$ cat config.mk
export PLATFORM = sky130hd
export DESIGN_NAME = turkey_gun_pos_flat
export DESIGN_NICKNAME = d
export VERILOG_FILES = /design/src/rtl/turkey_gun_pkg.sv /design/src/rtl/turkey_gun_pos_if.sv /design/src/rtl/turkey_gun_axis.sv /design/src/rtl/turkey_gun_pos.sv /design/src/flat_wrapper.sv
export SDC_FILE = /design/constraint.sdc
export NUM_CORES = 1
export LEC_CHECK = 0
export ABC_AREA = 1
export CAP_MARGIN = 20
export CORE_AREA = 8 8 96 98
export CTS_CLUSTER_SIZE = 8
export DETAILED_ROUTE_END_ITERATION = 16
export DIE_AREA = 0 0 104 106
export MAX_ROUTING_LAYER = met4
export PLACE_DENSITY = 0.81
export SLEW_MARGIN = 20
export SYNTH_ARGS = -nofsm -noshare
export SYNTH_HDL_FRONTEND = slang
export SYNTH_SLANG_ARGS = --single-unit
export TNS_END_PERCENT = 20
$ cat constraint.sdc
create_clock -name clock_12 -period 3.3 [get_ports clock_12]
set_input_delay 0.66 -clock clock_12 [delete_from_list [all_inputs] [get_ports clock_12]]
set_output_delay 0.66 -clock clock_12 [all_outputs]
set_load 0.03 [all_outputs]
$ cat src/rtl/turkey_gun_pkg.sv
// Shared types and position limits for the turkey gun crosshair logic.
package turkey_gun_pkg;

    typedef logic [5:0] gun_pos_t;

    typedef enum logic [1:0] {
        IDLE,
        HOLD,
        REPEAT
    } axis_st_t;

    localparam gun_pos_t GUN_MIN = 6'd0;
    localparam gun_pos_t GUN_MAX = 6'd63;

endpackage

$ cat src/rtl/turkey_gun_pos_if.sv
// Joystick-in / crosshair-out signal bundle between hps_io and williams2.
interface turkey_gun_pos_if;
    logic       cnt_4ms;
    logic       analog_en;
    logic       recenter;
    logic       joy_left;
    logic       joy_right;
    logic       joy_up;
    logic       joy_down;
    logic [7:0] joy_x;
    logic [7:0] joy_y;
    logic [5:0] gun_h;
    logic [5:0] gun_v;
    logic       gun_update;

    modport master (
        output cnt_4ms, analog_en, recenter,
        output joy_left, joy_right, joy_up, joy_down, joy_x, joy_y,
        input  gun_h, gun_v, gun_update
    );

    modport slave (
        input  cnt_4ms, analog_en, recenter,
        input  joy_left, joy_right, joy_up, joy_down, joy_x, joy_y,
        output gun_h, gun_v, gun_update
    );
endinterface

$ cat src/rtl/turkey_gun_axis.sv
// One crosshair axis: digital hold-to-repeat FSM with acceleration, or analog slew.
module turkey_gun_axis
    import turkey_gun_pkg::*;
#(
    parameter int unsigned STEP_DIV    = 4,
    parameter int unsigned ACCEL_STEPS = 8,
    parameter int unsigned SLEW_MAX    = 4,
    parameter int unsigned CENTER      = 32
) (
    input  logic       clk,
    input  logic       rst_n,
    input  logic       tick,
    input  logic       recenter,
    input  logic       analog_en,
    input  logic       dir_neg,
    input  logic       dir_pos,
    input  logic [7:0] joy,
    output gun_pos_t   pos,
    output logic       moved
);
    localparam int unsigned DW = (STEP_DIV > 1) ? $clog2(STEP_DIV) : 1;
    localparam int unsigned SW = $clog2(ACCEL_STEPS + 1);
    localparam logic [DW-1:0] DIV_LAST  = DW'(STEP_DIV - 1);
    localparam logic [SW-1:0] STEPS_END = SW'(ACCEL_STEPS);
    localparam logic signed [6:0] SLEW  = 7'(SLEW_MAX);

    axis_st_t          state_q, state_d;
    logic [DW-1:0]     div_q, div_d;
    logic [SW-1:0]     steps_q, steps_d;
    logic              held_q, held_d;  // 1 = positive direction latched on entering HOLD
    gun_pos_t          pos_q, pos_d;
    gun_pos_t          target;
    logic signed [6:0] diff, delta;
    logic              dir_ok, reversed, step;

    assign dir_ok   = dir_neg ^ dir_pos;
    assign reversed = dir_pos != held_q;
    assign target   = {~joy[7], joy[6:2]};
    assign diff     = $signed({1'b0, target}) - $signed({1'b0, pos_q});

    always_comb begin
        delta = diff;
        if (diff > SLEW)
            delta = SLEW;
        else if (diff < -SLEW)
            delta = -SLEW;
    end

    always_comb begin
        state_d = state_q;
        div_d   = div_q;
        steps_d = steps_q;
        held_d  = held_q;
        pos_d   = pos_q;
        step    = 1'b0;
        if (recenter) begin
            state_d = IDLE;
            div_d   = '0;
            steps_d = '0;
            pos_d   = gun_pos_t'(CENTER);
        end else if (tick) begin
            if (analog_en) begin
                state_d = IDLE;
                div_d   = '0;
                steps_d = '0;
                pos_d   = pos_q + gun_pos_t'(delta);
            end else begin
                case (state_q)
                    IDLE: begin
                        if (dir_ok) begin
                            state_d = HOLD;
                            div_d   = '0;
                            held_d  = dir_pos;
                        end
                    end
                    HOLD: begin
                        if (!dir_ok || reversed) begin
                            state_d = IDLE;
                            div_d   = '0;
                            steps_d = '0;
                        end else begin
                            step  = (div_q == '0);
                            div_d = (div_q == DIV_LAST) ? '0 : div_q + 1'b1;
                            if (step) begin
                                steps_d = steps_q + 1'b1;
                                if (steps_d == STEPS_END)
                                    state_d = REPEAT;
                            end
                        end
                    end
                    REPEAT: begin
                        if (!dir_ok || reversed) begin
                            state_d = IDLE;
                            div_d   = '0;
                            steps_d = '0;
                        end else begin
                            step = 1'b1;
                        end
                    end
                    default: state_d = IDLE;
                endcase
                // A saturated step still counts toward acceleration but leaves pos alone
                if (step) begin
                    if (held_q)
                        pos_d = (pos_q == GUN_MAX) ? pos_q : pos_q + 6'd1;
                    else
                        pos_d = (pos_q == GUN_MIN) ? pos_q : pos_q - 6'd1;
                end
            end
        end
    end

    always_ff @(posedge clk or negedge rst_n) begin
        if (!rst_n) begin
            state_q <= IDLE;
            div_q   <= '0;
            steps_q <= '0;
            held_q  <= 1'b0;
            pos_q   <= gun_pos_t'(CENTER);
        end else begin
            state_q <= state_d;
            div_q   <= div_d;
            steps_q <= steps_d;
            held_q  <= held_d;
            pos_q   <= pos_d;
        end
    end

    assign pos   = pos_q;
    assign moved = pos_d != pos_q;

endmodule

$ cat src/rtl/turkey_gun_pos.sv
// Player-1 joystick to williams2 gun_h/gun_v crosshair, advanced on cnt_4ms rising edges.
module turkey_gun_pos
    import turkey_gun_pkg::*;
#(
    parameter int unsigned STEP_DIV    = 4,
    parameter int unsigned ACCEL_STEPS = 8,
    parameter int unsigned SLEW_MAX    = 4,
    parameter int unsigned CENTER      = 32
) (
    input  logic             clock_12,
    input  logic             reset_n,
    turkey_gun_pos_if.slave  bus
);
    logic     cnt_r, tick;
    logic     h_moved, v_moved, update_q;
    gun_pos_t h_pos, v_pos;

    assign tick = bus.cnt_4ms & ~cnt_r;

    turkey_gun_axis #(
        .STEP_DIV    (STEP_DIV),
        .ACCEL_STEPS (ACCEL_STEPS),
        .SLEW_MAX    (SLEW_MAX),
        .CENTER      (CENTER)
    ) u_axis_h (
        .clk       (clock_12),
        .rst_n     (reset_n),
        .tick      (tick),
        .recenter  (bus.recenter),
        .analog_en (bus.analog_en),
        .dir_neg   (bus.joy_left),
        .dir_pos   (bus.joy_right),
        .joy       (bus.joy_x),
        .pos       (h_pos),
        .moved     (h_moved)
    );

    turkey_gun_axis #(
        .STEP_DIV    (STEP_DIV),
        .ACCEL_STEPS (ACCEL_STEPS),
        .SLEW_MAX    (SLEW_MAX),
        .CENTER      (CENTER)
    ) u_axis_v (
        .clk       (clock_12),
        .rst_n     (reset_n),
        .tick      (tick),
        .recenter  (bus.recenter),
        .analog_en (bus.analog_en),
        .dir_neg   (bus.joy_up),
        .dir_pos   (bus.joy_down),
        .joy       (bus.joy_y),
        .pos       (v_pos),
        .moved     (v_moved)
    );

    always_ff @(posedge clock_12 or negedge reset_n) begin
        if (!reset_n) begin
            cnt_r    <= 1'b0;
            update_q <= 1'b0;
        end else begin
            cnt_r    <= bus.cnt_4ms;
            update_q <= h_moved | v_moved;
        end
    end

    assign bus.gun_h      = h_pos;
    assign bus.gun_v      = v_pos;
    assign bus.gun_update = update_q;

endmodule

$ cat src/flat_wrapper.sv
// flat-port wrapper written by rule: the top's interface ports become plain ports
module turkey_gun_pos_flat import turkey_gun_pkg::*;
#(
    parameter int unsigned STEP_DIV    = 4,
    parameter int unsigned ACCEL_STEPS = 8,
    parameter int unsigned SLEW_MAX    = 4,
    parameter int unsigned CENTER      = 32
)
  (clock_12, reset_n, bus_cnt_4ms, bus_analog_en, bus_recenter, bus_joy_left, bus_joy_right, bus_joy_up, bus_joy_down, bus_joy_x, bus_joy_y, bus_gun_h, bus_gun_v, bus_gun_update);
  turkey_gun_pos_if bus_i ();
  input  logic clock_12;
  input  logic reset_n;
  input wire logic [$bits(bus_i.cnt_4ms)-1:0] bus_cnt_4ms;
  input wire logic [$bits(bus_i.analog_en)-1:0] bus_analog_en;
  input wire logic [$bits(bus_i.recenter)-1:0] bus_recenter;
  input wire logic [$bits(bus_i.joy_left)-1:0] bus_joy_left;
  input wire logic [$bits(bus_i.joy_right)-1:0] bus_joy_right;
  input wire logic [$bits(bus_i.joy_up)-1:0] bus_joy_up;
  input wire logic [$bits(bus_i.joy_down)-1:0] bus_joy_down;
  input wire logic [$bits(bus_i.joy_x)-1:0] bus_joy_x;
  input wire logic [$bits(bus_i.joy_y)-1:0] bus_joy_y;
  output wire logic [$bits(bus_i.gun_h)-1:0] bus_gun_h;
  output wire logic [$bits(bus_i.gun_v)-1:0] bus_gun_v;
  output wire logic [$bits(bus_i.gun_update)-1:0] bus_gun_update;
  assign bus_i.cnt_4ms = bus_cnt_4ms;
  assign bus_i.analog_en = bus_analog_en;
  assign bus_i.recenter = bus_recenter;
  assign bus_i.joy_left = bus_joy_left;
  assign bus_i.joy_right = bus_joy_right;
  assign bus_i.joy_up = bus_joy_up;
  assign bus_i.joy_down = bus_joy_down;
  assign bus_i.joy_x = bus_joy_x;
  assign bus_i.joy_y = bus_joy_y;
  assign bus_gun_h = bus_i.gun_h;
  assign bus_gun_v = bus_i.gun_v;
  assign bus_gun_update = bus_i.gun_update;
  turkey_gun_pos #(.STEP_DIV(STEP_DIV), .ACCEL_STEPS(ACCEL_STEPS), .SLEW_MAX(SLEW_MAX), .CENTER(CENTER)) u_core (.clock_12(clock_12), .reset_n(reset_n), .bus(bus_i));
endmodule
==> results.md, run 1 <==
* Status: finished, violations left
* Failing checks: negative setup slack
* RSZ-0062 raised after global routing: true
* Drt first pass iters at 6
* Vias in the first global route at ~4,700
* Register area share after synthesis at between 10% and 20%
* CTS buffer count at 5
* Startpoint types: input pin
* GRT Overall Usage at between 20% and 30%
* FP Rows at 33
* Clock Path Buffers at 2
* CTS tree: yes
* Hold path cells at 2
* # Max-Cap Violations at 0
* R2R cell count at 24
* Sw Ratio at a little over two fifths
* Final hold viol count at 0
* Critical path type: input pin to flip-flop
* Syn Inst Count at between 600 and 700
* Clock root buffer: clkbuf_8
* Switching pwr at ~0.8 mW
* CP max FO at 3
* Die area at 11,020 um^2
* Max-slew violations at 0
* Initial drt markers at 280
* HPWL reported at the end of detailed placement at roughly 8700 um
* DRC viols at 0
* Core area at 7845 um^2
* Clk pwr share at 17.5%
* Min cycle time layout at 3.501 ns
* Largest net degree at the start of global routing at 33
* Die Y at approximately 110 um
* Max Fclk at 0.2856 GHz
* Wire length per cell at 14.26 um
* Clk_lat worst skew at 0.29 ns
* H-tree Lvls at 2
* Commonest non-fill, non-tap cell in the layout: nand2_1
* Synth Net Count at just under 700
* Pint at ~1.1 mW
* Routed wire length at roughly 12,000 um
* Asr flop ratio synth at 100.0%
* Clock transition at path regs at about 0.070 ns
* CP endpoint kind: flip-flop
* Slew headroom at a little under three fifths
* CTS sink cnt at 32
* Post-synth EDFFs at 0
* PwrDens at between 300 and 400 nW/um^2
* Max Clock Skew at about 0.0085 ns
* Nets at 811
* Setup violators final at 1
* Io pins at 38
* Final worst slack at -0.2009 ns
* Critical Path Most Common Cell: nand2_1
* Combinational fraction of design power at 57.9%
* Starting Density at about half
* Layout Utilization at a little under three quarters
* Leak at around 2.8 nW
* Die width at between 100 and 150 um
* Most frequent cells in the layout: nand2_1 (171), buf_4 (85), inv_1 (75)
* Peak VDD IR at around 280 uV
* Worst-Margin Slew at between 0.6 and 0.7 ns
* Avg Cell Area, Syn at ~6.5 um^2
* First-pass GRT wire length at 19,950 um
* Hold/Removal Path Class: flip-flop to flip-flop
* Initial antenna violation count at 0
* Cell variety after synth at 44
* Period utilization at 106.1%
* CP max-delay cell: fa_2
* Ant. Diodes at 0
* CP arrival at between 3 and 4 ns
* DRT antenna net count at 0
* Congestion Overflow GR at 0
* Via count at 4,584
* Synth warnings at 0
* Worst endpoint required time at between 3 and 4 ns
* Port Buf Inserts at 33
* Largest stage delay, worst path at slightly below 0.4 ns
* Hold_buf cts at 0
* Top_reg_cell synth: dfrtp_1
* Synth Cell Area at slightly above 4000 um^2
* Sequential share of power at between 20% and 30%
* Setup WS pre-CTS at -0.8574 ns
* Gpl congestion at approximately 0.92
* Post-synthesis register bit count at 32
* Area growth, synth to finish at 38.28%
* Total power draw at roughly 1.8 mW
* Share of cells above drive strength 1 at just under 30%
* Vias per cell at between 5 and 6
==> power groups by stage <==
stage          registers [mW]  clock network (mW)  logic [mW]
2_1_floorplan           0.487                   0       0.560
3_3_place_gp            0.457                   0       0.865
3_5_place_dp            0.460                   0       0.895
4_1_cts                 0.453               0.328       0.956
5_1_grt                 0.458               0.341        1.18
6_report                0.454               0.324        1.07
==> final timing paths <==
path | from | end | slack [ns]
worst min register to register | u_core.u_axis_h.steps_q[1] | u_core.u_axis_h.steps_q[1] | 0.52
worst min-delay path | u_core.u_axis_h.steps_q[1] | u_core.u_axis_h.steps_q[1] | 0.52
min in group asynchronous | reset_n | u_core.u_axis_v.pos[3] | 0.77
worst max register to register | u_core.u_axis_h.pos[0] | u_core.bus.gun_update | -0.20
worst max-delay path | bus_joy_x[2] | u_core.bus.gun_update | -0.20
max in group asynchronous | reset_n | u_core.u_axis_h.pos[5] | 2.19
==> cells by family after synthesis <==
kind of cell	after synthesis	synth area share [%]
AND/OR/NAND/NOR	329	37.78
flip-flops	32	19.88
XOR/XNOR	20	4.336
adder cells (fa/ha/maj)	46	14.99
buffers and inverters	106	10.62
AO/OA/AOI/OAI	90	12.39
==> metal layers <==
metal	track usage, %	vias up	share of wire [%]
met5	-	-	0
met4	6.722	0	2.7
met3	2.662	37	4.6
met2	39.23	139	50
met1	24.04	2144	42
li1	-	2264	-
==> critical path, delay by kind of cell <==
| family | cells | cell delay, ns |
|---|---|---|
| compound gates | 4 | 0.54 |
| fa+ha+maj | 4 | 1.11 |
| simple gates | 12 | 0.89 |
| xor+xnor | 1 | 0.15 |
| buf+inv | 5 | 0.31 |
==> state kept, by name, indices dropped and copies added, names as in the netlist, 2 cells and up <==
name and flops:
u_core.u_axis_h.pos 6, u_core.u_axis_v.pos 6, u_core.u_axis_h.steps_q 4, u_core.u_axis_v.steps_q 4, u_core.u_axis_h.div_q 2, u_core.u_axis_h.state_q 2, u_core.u_axis_v.div_q 2, u_core.u_axis_v.state_q 2
==> synth_stat cells, types with 2 or more instances <==
cell type,n,area share (%)
nand2_1,178,17
inv_1,87,8.1
nand3_1,62,7.7
a21oi_1,49,6.1
ha_1,42,13
nor2_1,36,3.3
dfrtp_1,30,19
o21ai_0,24,3.0
nand4_1,19,2.9
xor2_1,13,2.8
inv_2,8,0.74
xnor2_1,7,1.5
buf_2,6,0.74
nand2_2,6,0.93
nor2_2,5,0.77
nor3_1,5,0.62
fa_1,4,2.0
nand3_2,4,0.99
nand3b_1,4,0.74
o21ai_1,3,0.37
o21bai_1,3,0.56
clkbuf_2,2,0.25
dfstp_2,2,1.3
nand3_4,2,0.87
o211ai_1,2,0.37
or2_2,2,0.31
==> layout make-up <==
| cell class | count | area (um^2) |
|---|---|---|
| multi-input cells | 485 | 3208 |
| inverters | 95 | 359.1 |
| repair buffers | 121 | 985.9 |
| fillers | 607 | 2258 |
| well taps | 105 | 131.4 |
| clock buffers | 8 | 90.09 |
| flip-flops and latches | 32 | 812.0 |
==> through the flow <==
stage	TNS, ns	instances	area, um^2	hold slack [ns]
2_1_floorplan	-0.05144	623	4114	0.3644
3_3_place_gp	-4.714	818	5010	0.4941
3_5_place_dp	-5.878	818	5010	0.5080
4_1_cts	-0.1434	832	5298	0.5243
5_1_grt	-0.9726	846	5587	0.5489
6_report	-0.2009	846	5587	0.5197
==> timing repair <==
action | 4_1_cts | 5_1_grt
cloned | 0 | 0
gates resized for setup | 66 | 42
setup endpoints to repair | 11 | 9
buffers inserted | 6 | 14
pin swaps | 48 | 53
Power figures use the tool's default switching activity.
==> run 2: changes to the inputs <==
--- a/config.mk
+++ b/config.mk
@@ -6,7 +6,7 @@
 export NUM_CORES = 1
 export LEC_CHECK = 0
 export ABC_AREA = 1
-export CAP_MARGIN = 20
+export CAP_MARGIN = 15
 export CORE_AREA = 8 8 96 98
 export CTS_CLUSTER_SIZE = 8
 export DETAILED_ROUTE_END_ITERATION = 16
==> results of run 2 <==
Final layout, timing and power as in run 1 (identical DEF).
==> run 3: changes to the inputs <==
--- a/config.mk
+++ b/config.mk
@@ -5,14 +5,13 @@
 export SDC_FILE = /design/constraint.sdc
 export NUM_CORES = 1
 export LEC_CHECK = 0
-export ABC_AREA = 1
 export CAP_MARGIN = 15
 export CORE_AREA = 8 8 96 98
 export CTS_CLUSTER_SIZE = 8
 export DETAILED_ROUTE_END_ITERATION = 16
 export DIE_AREA = 0 0 104 106
 export MAX_ROUTING_LAYER = met4
-export PLACE_DENSITY = 0.81
+export PLACE_DENSITY = 0.8
 export SLEW_MARGIN = 20
 export SYNTH_ARGS = -nofsm -noshare
 export SYNTH_HDL_FRONTEND = slang
==> run 3 against run 2 <==
Net effect:
- critical path depth shrank 6
- flip-flop and latch count did not move
- clock power up 25%
- combinational power decreased by 17%
- highest routed layer unchanged
- the run still ends with negative setup slack left
- largest cell class unchanged
- non-clock buffer count is the same
==> results.md, run 3 <==
* Vias per cell at 6.295 (+16%)
* Port Buf Inserts at 33 (unchanged)
* # Max-Cap Violations at 0 (unchanged)
* Routed wire length at 13,310 um (+10%)
* RSZ-0062 raised after global routing: true
* Hold/Removal Path Class: flip-flop to flip-flop
* Clock Path Buffers at 2 (unchanged)
* Switching pwr at 0.6585 mW (-16%)
* Die width at 104 um (unchanged)
* Register area at 807.0 um^2 (-0.62%)
* Startpoint types: flip-flop
* Crit. Startpoint: u_core.u_axis_h.pos[1]
* Clock root buffer: clkbuf_8
* CP arrival at 4.35 ns (+0.67 ns)
* Status: finished, violations left
* Final worst slack at -0.8768 ns (-0.6758 ns)
* Synth warnings at 0 (unchanged)
* Syn Inst Count at 505 (-19%)
* Hold_buf cts at 0 (unchanged)
* Synth Net Count at 576 (-17%)
* Max Clock Skew at 0.01469 ns (+0.006235 ns)
* Setup violators final at 10 (+9)
* GRT Overall Usage at 23.23% (+1.7 points)
* Worst endpoint required time at 3.48 ns (about the same)
* Worst-Margin Slew at 0.7941 ns (+0.1584 ns)
* Area growth, synth to finish at 41.47%
* Initial antenna violation count at 0 (unchanged)
* Post-synthesis register bit count at 32 (unchanged)
* Avg Cell Area, Syn at 7.767 um^2 (+20%)
* DR top layer: met4
* Largest stage delay, worst path at 0.43 ns (+0.04 ns)
* Die Y at 106 um (unchanged)
* Core area at 7845 um^2 (unchanged)
* Post-synth EDFFs at 0 (unchanged)
* Layout Utilization at 70.73% (-0.48 points)
* CP max FO at 3 (unchanged)
* Final hold viol count at 0 (unchanged)
* HPWL reported at the end of detailed placement at 8774 um (+1.0%)
* Io pins at 38 (unchanged)
* Sequential share of power at 24.9% (+0.4 points)
* Max-slew violations at 0 (unchanged)
* Dpl cells at 685 (-16%)
* Share of cells above drive strength 1 at 32.08% (+2.9 points)
* Combinational fraction of design power at 51.6% (-6.3 points)
* Clock transition at path regs at 0.09 ns (+0.02 ns)
* Cell variety after synth at 74 (+68%)
* Slew headroom at 46.86% (-10 points)
* Drt first pass iters at 7 (+1)
* Sw Ratio at 38.35% (-4.3 points)
* Most frequent cells after synthesis: nand2_1 (43), ha_1 (42), a21oi_1 (41), nor2_1 (37), inv_1 (36)
* Hold_ws at 0.5139 ns (-0.005830 ns)
* Critical path type: flip-flop to flip-flop
* Max Fclk at 0.2394 GHz (-16%)
* Via count at 4,526 (-1.3%)
* Starting Density at 50.00% (-1.5 points)
* Buf+Inv Stages, Crit Path at 1 (-4)
* Yosys top cell by area: dfrtp_1
* Ant. Diodes at 0 (unchanged)
* Met1 WL at 5388 um (+5.9%)
* Multi-input logic area at 3323 um^2 (+3.6%)
* Die area at 11,020 um^2 (unchanged)
* Fin cells at 719 (-15%)
* Top-area cell type share of the netlist area at 19.14% (+0.56 points)
* Most frequent cells in the layout: buf_4 (79), nand2_1 (40), nor2_1 (35)
* CTS sink cnt at 32 (unchanged)
* Register area share after synthesis at 20.48% (+0.60 points)
* FP Rows at 33 (unchanged)
* Area contributors post-synth: dfrtp_1 (19%), ha_1 (13%), a21oi_1 (5.2%), o21ai_0 (4.3%), nand2_1 (4.1%)
* Clk_lat worst skew at 0.30 ns (about the same)
* Wire length on met3 at 1035 um (+86%)
* CP max-delay cell: dfrtp_2
* DRT antenna net count at 0 (unchanged)
* CP endpoint kind: flip-flop
* Top_reg_cell synth: dfrtp_1
* Nets at 684 (-16%)
* Total power draw at 1.717 mW (-7.2%)
* Pint at 1.059 mW (-0.30%)
* CP Cell Sequence: inv_2, ha_4, nor2b_4, o21ai_2, nand2b_1, a21o_1, a21oi_2, xor2_2, mux2i_1, nor2_1, ha_2, fa_2, xor2_1, a22oi_1, a2bb2oi_2, and3_4, a2111oi_4, nand4_1, nor3_2, o2111ai_1
* Largest net degree at the start of global routing at 33 (unchanged)
* WL met2 at 6363 um (+4.5%)
* Post-route cell area at 5549 um^2 (-0.67%)
* CP top delay family: compound AO/OA/AOI/OAI gates
* Gpl congestion at 0.9521 (+3.5%)
* Synth Cell Area at 3923 um^2 (-2.9%)
* Leak at 2.474 nW (-12%)
* H-tree Lvls at 2 (unchanged)
* Vias in the first global route at 4,426 (-5.9%)
* Commonest non-fill, non-tap cell in the layout: buf_4
* Asr flop ratio synth at 100.0% (unchanged)
* Failing checks: negative setup slack
* PwrDens at 309.4 nW/um^2 (-6.5%)
* Initial drt markers at 641 (+130%)
* Worst r2r src: u_core.u_axis_h.pos[1]
* Clk pwr share at 23.6% (+6.1 points)
* Fillers at 563 (-7.2%)
* DRC viols at 0 (unchanged)
* CTS tree: yes
* Hold Path Origin: u_core.u_axis_v.steps_q[2]
* Period utilization at 126.6% (+20 points)
* Peak VDD IR at 222.5 uV (-21%)
* Post-DP Area at 4816 um^2 (-3.9%)
* Congestion Overflow GR at 0 (unchanged)
* Wire length per cell at 18.51 um (+30%)
* Min cycle time layout at 4.177 ns (+0.6758 ns)
* CTS buffer count at 5 (unchanged)
* Top-count cell post-synth: nand2_1
* First-pass GRT wire length at 20,980 um (+5.2%)
run 3: changes by cell type after synthesis, sizes merged, moves of 10 or more:
cell,change
nand2,-141
a21o,+12
nand3,-47
nor3,+11
o21ai,+12
nor2b,+10
inv,-57
nand4,-17
run 3: power by group through the flow:
stage | clock, mW | sequential, mW | combinational [mW]
6_report | 0.404 | 0.427 | 0.886
5_1_grt | 0.413 | 0.429 | 0.953
4_1_cts | 0.404 | 0.426 | 0.791
3_5_place_dp | 0 | 0.433 | 0.681
3_3_place_gp | 0 | 0.433 | 0.659
2_1_floorplan | 0 | 0.460 | 0.415
run 3: repair_timing:
action / 4_1_cts / 5_1_grt
setup buffers: 23 / 7
pin swaps: 60 / 42
resized for setup: 79 / 37
setup endpoints to repair: 13 / 11
cloned: 0 / 0
run 3: cell type report:
type | instances | area share [%]
multi-input combinational | 415 | 59.89
timing repair buffer | 121 | 18.51
sequential | 32 | 14.54
inverter | 38 | 2.751
tap | 105 | 2.368
clock buffer | 6 | 1.308
clock inverter | 2 | 0.6313
run 3: routing by layer:
metal / GRT usage, % / vias up
met5: - / -
met4: 10.13 / 0
met3: 3.872 / 67
met2: 39.28 / 280
met1: 26.75 / 2114
li1: - / 2065
run 3: path summary, 6_finish.rpt:
| path | endpoint | slack [ns] | depth (start not counted) |
|---|---|---|---|
| setup / recovery | u_core.bus.gun_update | -0.88 | 20 |
| hold / removal | u_core.u_axis_v.steps_q[2] | 0.51 | 1 |
| setup reg to reg | u_core.bus.gun_update | -0.88 | 20 |
| hold reg to reg | u_core.u_axis_v.steps_q[2] | 0.51 | 1 |
| max in group asynchronous | u_core.u_axis_v.pos[5] | 2.17 | 2 |
| min in group asynchronous | u_core.u_axis_v.pos[0] | 0.76 | 2 |
run 3: cells by family (layout without fill, tap and decap cells):
kind of cell	Yosys count	after routing	synth area share (%)
and+or+nand+nor	176	176	23.09
muxes	16	16	4.306
adders and majority gates	46	46	15.44
buffers and inverters	58	167	5.869
AOI/OAI and AO/OA	161	161	27.24
DFF	32	32	20.48
xor gates and xnor gates	16	16	3.573
run 3: stage by stage:
stage,worst slack (ns),TNS (ns)
6_report,-0.8768,-4.148
5_1_grt,-0.9685,-5.624
4_1_cts,-0.7672,-3.027
3_5_place_dp,-1.582,-12.96
3_3_place_gp,-1.420,-11.27
2_1_floorplan,-0.9176,-4.414
